**config.mk**
```make
export PLATFORM = sky130hd
export DESIGN_NAME = led_pattern_ctrl
export DESIGN_NICKNAME = d
export VERILOG_FILES = /design/src/rtl/led_pattern_ctrl.sv
export SDC_FILE = /design/constraint.sdc
export NUM_CORES = 1
export LEC_CHECK = 0
export BUFFER_PORTS_ARGS = -buffer_cell sky130_fd_sc_hd__buf_2
export CELL_PAD_IN_SITES_DETAIL_PLACEMENT = 1
export CELL_PAD_IN_SITES_GLOBAL_PLACEMENT = 1
export CORE_MARGIN = 4
export CORE_UTILIZATION = 45
export DETAILED_ROUTE_END_ITERATION = 8
export GPL_TIMING_DRIVEN = 0
export PLACE_DENSITY_LB_ADDON = 0.1
export SLEW_MARGIN = 20
export SYNTH_ARGS = -nofsm -noshare
export SYNTH_HDL_FRONTEND = slang
export SYNTH_SLANG_ARGS = --single-unit
export TNS_END_PERCENT = 100
```
**constraint.sdc**
```tcl
create_clock -name sys_clk -period 2.85 [get_ports sys_clk]
set_input_delay 0.4275 -clock sys_clk [delete_from_list [all_inputs] [get_ports sys_clk]]
set_output_delay 0.4275 -clock sys_clk [all_outputs]
set_load 0.005 [all_outputs]
```
**src/rtl/led_pattern_ctrl.sv**
```systemverilog
`default_nettype none
// ============================================================================
//  Module      : led_pattern_ctrl
//  Description : Pattern scheduler for a 4-LED running light. A free-running
//                prescaler produces a base tick, a divider stretches it by
//                (speed+1), and each resulting step advances the LED pattern
//                of the selected mode. Single-cycle key pulses select the mode
//                and speed and pause/resume the sequence.
//  Ports       : sys_clk    - system clock
//                sys_rst    - synchronous reset, active-high
//                mode_key   - pulse: advance mode 0..3
//                speed_key  - pulse: advance speed 0..3
//                pause_key  - pulse: toggle running
//                led_out    - registered LED pattern (1 = lit)
//                mode       - current mode
//                speed      - current speed index
//                running    - 1 = sequencing, 0 = paused
//                step_pulse - one-cycle strobe when a new step is shown
//  Revision    : 1.0 - initial release
// ============================================================================
module led_pattern_ctrl #(
  parameter int               CNT_W       = 25,
  parameter logic [CNT_W-1:0] COUNTER_MAX = CNT_W'(24_999_999)
) (
  input  logic       sys_clk,
  input  logic       sys_rst,
  input  logic       mode_key,
  input  logic       speed_key,
  input  logic       pause_key,
  output logic [3:0] led_out,
  output logic [1:0] mode,
  output logic [1:0] speed,
  output logic       running,
  output logic       step_pulse
);

  localparam logic [0:0] c_dir_up   = 1'b0;
  localparam logic [0:0] c_dir_down = 1'b1;

  localparam logic [3:0] c_led_first = 4'b0001;
  localparam logic [3:0] c_led_last  = 4'b1000;
  localparam logic [3:0] c_led_all   = 4'b1111;

  logic [CNT_W-1:0] tick_cnt_q, tick_cnt_d;
  logic [1:0]       div_cnt_q,  div_cnt_d;
  logic [1:0]       mode_q,     mode_d;
  logic [1:0]       speed_q,    speed_d;
  logic             running_q,  running_d;
  logic [3:0]       led_q,      led_d;
  logic [0:0]       dir_q,      dir_d;
  logic             step_pulse_q, step_pulse_d;

  logic             w_any_key;
  logic             w_tick;
  logic             w_step;
  logic [1:0]       w_mode_inc;
  logic [3:0]       w_led_next;
  logic [0:0]       w_dir_next;
  logic [3:0]       w_led_init;

  assign w_any_key  = mode_key | speed_key | pause_key;
  assign w_tick     = running_q && (tick_cnt_q == COUNTER_MAX);
  // Any key pulse in the same cycle swallows the step.
  assign w_step     = w_tick && (div_cnt_q == speed_q) && !w_any_key;
  assign w_mode_inc = mode_q + 2'd1;

  // Next pattern of the current mode.
  always_comb begin
    w_led_next = led_q;
    w_dir_next = dir_q;
    case (mode_q)
      2'd0: w_led_next = {led_q[2:0], led_q[3]};
      2'd1: w_led_next = {led_q[0], led_q[3:1]};
      2'd2: begin
        // Direction flips as the end LED is reached so it is shown only once.
        if (dir_q == c_dir_up) begin
          w_led_next = {led_q[2:0], 1'b0};
          if (led_q[2]) w_dir_next = c_dir_down;
        end else begin
          w_led_next = {1'b0, led_q[3:1]};
          if (led_q[1]) w_dir_next = c_dir_up;
        end
      end
      default: w_led_next = ~led_q;
    endcase
  end

  // Initial pattern of the mode being entered on a mode_key pulse.
  always_comb begin
    w_led_init = c_led_first;
    case (w_mode_inc)
      2'd0:    w_led_init = c_led_first;
      2'd1:    w_led_init = c_led_last;
      2'd2:    w_led_init = c_led_first;
      default: w_led_init = c_led_all;
    endcase
  end

  always_comb begin
    tick_cnt_d   = tick_cnt_q;
    div_cnt_d    = div_cnt_q;
    mode_d       = mode_q;
    speed_d      = speed_q;
    running_d    = running_q;
    led_d        = led_q;
    dir_d        = dir_q;
    step_pulse_d = w_step;

    // Timing only advances on quiet running cycles; a lone pause_key edge
    // holds the counts so resume continues exactly where it left off.
    if (running_q && !w_any_key) begin
      if (w_tick) begin
        tick_cnt_d = '0;
        div_cnt_d  = (div_cnt_q == speed_q) ? 2'd0 : div_cnt_q + 2'd1;
      end else begin
        tick_cnt_d = tick_cnt_q + CNT_W'(1);
      end
      if (w_step) begin
        led_d = w_led_next;
        dir_d = w_dir_next;
      end
    end

    if (mode_key) begin
      mode_d = w_mode_inc;
      led_d  = w_led_init;
      dir_d  = c_dir_up;
    end
    if (speed_key) begin
      speed_d = speed_q + 2'd1;
    end
    if (mode_key || speed_key) begin
      tick_cnt_d = '0;
      div_cnt_d  = 2'd0;
    end
    if (pause_key) begin
      running_d = !running_q;
    end
  end

  always_ff @(posedge sys_clk) begin
    if (sys_rst) begin
      tick_cnt_q   <= '0;
      div_cnt_q    <= 2'd0;
      mode_q       <= 2'd0;
      speed_q      <= 2'd0;
      running_q    <= 1'b1;
      led_q        <= c_led_first;
      dir_q        <= c_dir_up;
      step_pulse_q <= 1'b0;
    end else begin
      tick_cnt_q   <= tick_cnt_d;
      div_cnt_q    <= div_cnt_d;
      mode_q       <= mode_d;
      speed_q      <= speed_d;
      running_q    <= running_d;
      led_q        <= led_d;
      dir_q        <= dir_d;
      step_pulse_q <= step_pulse_d;
    end
  end

  assign led_out    = led_q;
  assign mode       = mode_q;
  assign speed      = speed_q;
  assign running    = running_q;
  assign step_pulse = step_pulse_q;

endmodule
`default_nettype wire

```
==> reports/qor.csv <==
stage;metric;value;unit
global_routing;GRT Max-Usage Layer;met2;
power_and_ir_drop;P_int;783.5;uW
logic_synthesis;#FFs+latches synth;38;
logic_synthesis;register area share after synthesis;38.60;%
clock_tree;clock latency on the worst-skew pair;0.30;ns
timing;post-layout minimum cycle time;2.442;ns
placed_design;# placed instances;294;
global_routing;GR Overflow Total;0;
routing;Via density;5.689;
power_and_ir_drop;Clk pwr share;37.3;%
cells_and_area;flip-flop and latch area;760.7;um2
cells_and_area;n_diodes;0;
setup_path;Worst Path Arrival;2.62;ns
cells_and_area;Fillers;506;
logic_synthesis;post-synth net total;241;
power_and_ir_drop;logic gate share of total power;9.8;%
logic_synthesis;yosys warns;0;
power_and_ir_drop;PwrDens;479.5;mW/mm2
setup_path;worst-path fanout max;10;
routing;# DRC;0;
power_and_ir_drop;Pleak;0.0007801;uW
logic_synthesis;Post-synth ARST share;0;%
setup_path;crit path capture;tick_cnt_q[3];
clock_tree;post-cts sizing count;0;
routing;final wirelength;4611;um
logic_synthesis;Synth area leaders;dfxtp_1, xor2_1, nor2_1;
routing;ANT nets after route;0;
placed_design;Final GP Congestion;0.8585;
clock_tree;# hold bufs at CTS;0;
clock_tree;H-Tree Depth;2;
logic_synthesis;area leader, netlist;dfxtp_1;
min_path;hold_sp;pause_key;
setup_path;reg-to-reg startpoint;tick_cnt_q[1];
clock_tree;total CTS buffers;5;
clock_tree;Root Driver;clkbuf_8;
timing;RSZ-0062 raised after global routing;false;
routing;WL/cell;15.27;um
timing;worst hold slack;0.3689;ns
global_routing;all-layer global routing usage;18.61;%
power_and_ir_drop;VDD IR max;263.8;uV
logic_synthesis;EDFF count, synth;0;
setup_path;r2r worst-path depth;8;
die;Die ar.;0.005502;mm2
setup_path;CP startpoint;tick_cnt_q[1];
global_routing;GR Util met3;3.649;%
timing;final period utilization;85.68;%
cells_and_area;layout cells sized above 1;13.89;%
setup_path;reg-to-reg endpoint;tick_cnt_q[3];
global_routing;M1 GR Usage;25.72;%
timing;final hold viol count;0;
min_path;worst hold path class;in2reg;
timing;Pins Over Slew Limit;0;
global_routing;first-pass GRT wire length;8031;um
cells_and_area;Area Growth Syn to Fin;11.56;%
global_routing;routing usage on met2;29.43;%
clock_tree;CTS max path bufs;2;
logic_synthesis;syn avg cell area;8.568;um2
logic_synthesis;predominant post-synthesis flop cell;dfxtp_1;
status;outcome;finished, final reports clean;
logic_synthesis;cell count after synthesis;230;
setup_path;Worst Path Required;3.03;ns
logic_synthesis;Synth top area share;38.60;%
global_routing;largest net degree at the start of global routing;13;
cells_and_area;fin cells;302;
placed_design;HPWL after DPL;3526;um
global_routing;initial antenna violation count;0;
die;Die Span X;74.18;um
routing;first-pass iteration count of the detailed router;4;
placed_design;number of port buffers;14;
clock_tree;Worst-path clk slew;0.08;ns
clock_tree;setup bufs post-CTS;0;
power_and_ir_drop;switch share;25.68;%
die;die height;74.18;um
job;max_cap viols;0;
setup_path;crit path capture type;flip-flop;
die;num rows;23;
setup_path;Setup crit start kind;flip-flop;
logic_synthesis;Distinct cells, synth;46;
timing;Setup Skew;0.01444;ns
power_and_ir_drop;Psw;270.7;uW
logic_synthesis;Syn Std Cell Area;0.001971;mm2
timing;FMAX;0.4095;GHz
timing;Slew HR;50.87;%
cells_and_area;Total Nets Final;262;
die;# IOs;15;
routing;routed via count;1718;
clock_tree;Sink Count;38;
setup_path;Reg2Reg Setup Slack;0.41;ns
timing;final setup fails;0;
power_and_ir_drop;sequential power share;52.9;%
clock_tree;CTS tree;yes;
setup_path;Setup CP Type;reg2reg;
timing;Fin Setup TNS;0;ns
die;Starting Density;47.89;%
die;core box area;0.004115;mm2
global_routing;vias in the first global route;1724;
routing;DR iter-0 viols;83;
cells_and_area;multi-input logic area;0.001135;mm2
timing;Worst-Margin Slew;0.7330;ns
layer usage:
layer,wire length (um),vias to the layer above
li1,-,850
met1,2356,838
met2,2058,24
met3,143,6
met4,52,0
met5,0,-
area by class of cell:
type                    instances  share of cell area (%)
plain buffers                   8                   2.220
clock buffers                   6                   3.756
clock inverters                 2                  0.5692
inverters                       7                   1.195
multi-input cells             177                   51.62
flip-flops and latches         38                   34.60
well taps                      50                   2.846
repair buffers                 14                   3.187
cell families after synthesis:
logic type | share of synthesized area (%)
XOR/XNOR | 12.89
adder cells (fa/ha/maj) | 3.809
flip-flops | 38.60
AO/OA/AOI/OAI | 8.953
AND/OR/NAND/NOR | 30.92
multiplexers | 1.016
buffers and inverters | 3.809
state kept, by name, summed over array words and instances, names as in the netlist:
register,flops
tick_cnt_q,25
led_out,4
div_cnt_q,2
mode,2
speed,2
dir_q,1
running,1
step_pulse,1
cell usage in the layout, fill, tap and decap left out, types with 3 or more instances in the layout:
cell type   n
clkbuf_8    6
nand4_1    11
nand2_1    22
ha_1        6
nor4_1      3
o21ai_0     5
buf_2      14
xor2_1     22
nor2_1     31
dfxtp_1    38
nand3_1    15
clkbuf_1    4
and3_1      4
a21oi_1    11
or3_1       4
xnor2_1     7
inv_1       7
power groups by stage:
stage	Combinational [uW]	Sequential, uW	Clock [uW]
floorplan	67.6	569	0
global placement	100	570	0
detailed placement	103	570	0
CTS	104	558	402
global route	116	560	424
finish	103	558	393
synth_stat cells (2+ instances only):
cell type  instances
o21ai_0            5
nor4_1             3
o311ai_0           2
clkbuf_1           4
xnor2_1            7
nand3_1           15
and4_1             2
or4_4              2
nor4b_1            2
nand2_1           22
a31oi_1            2
a21oi_1           11
or3_1              4
nor2_1            31
dfxtp_1           38
and3_1             4
nand4_1           11
nor3_1             2
inv_1              7
o31a_1             2
mux2i_1            2
ha_1               6
xor2_1            22
buf_6              2
worst min path at each step:
stage | end | slack (ns) | cells past startpoint
6_report | step_pulse | 0.37 | 2
5_1_grt | step_pulse | 0.37 | 2
4_1_cts | step_pulse | 0.36 | 2
3_5_place_dp | dir_q | 0.49 | 2
3_3_place_gp | tick_cnt_q[1] | 0.49 | 2
2_1_floorplan | dir_q | 0.46 | 2
critical path, stage by stage, from the launching register on:
cell,delay (ns)
dfxtp_1,0.39
ha_1,0.22
nor4b_1,0.53
nand3_1,0.16
or4_4,0.49
or2b_1,0.17
buf_4,0.15
buf_6,0.15
nor2_1,0.05
metrics by stage:
stage | power [uW] | setup WS (ns) | util (%) | cell area [um2]
after floorplan | 636.1 | 0.7511 | - | 1971
after global placement | 670.5 | 0.3560 | 51.11 | 2103
after detailed placement | 673.7 | 0.3153 | 51.11 | 2103
after CTS | 1064 | 0.3872 | 53.42 | 2198
after global routing | 1100 | 0.1553 | 53.42 | 2198
final | 1054 | 0.4081 | 53.42 | 2198
(Power assumes the default switching activity.)
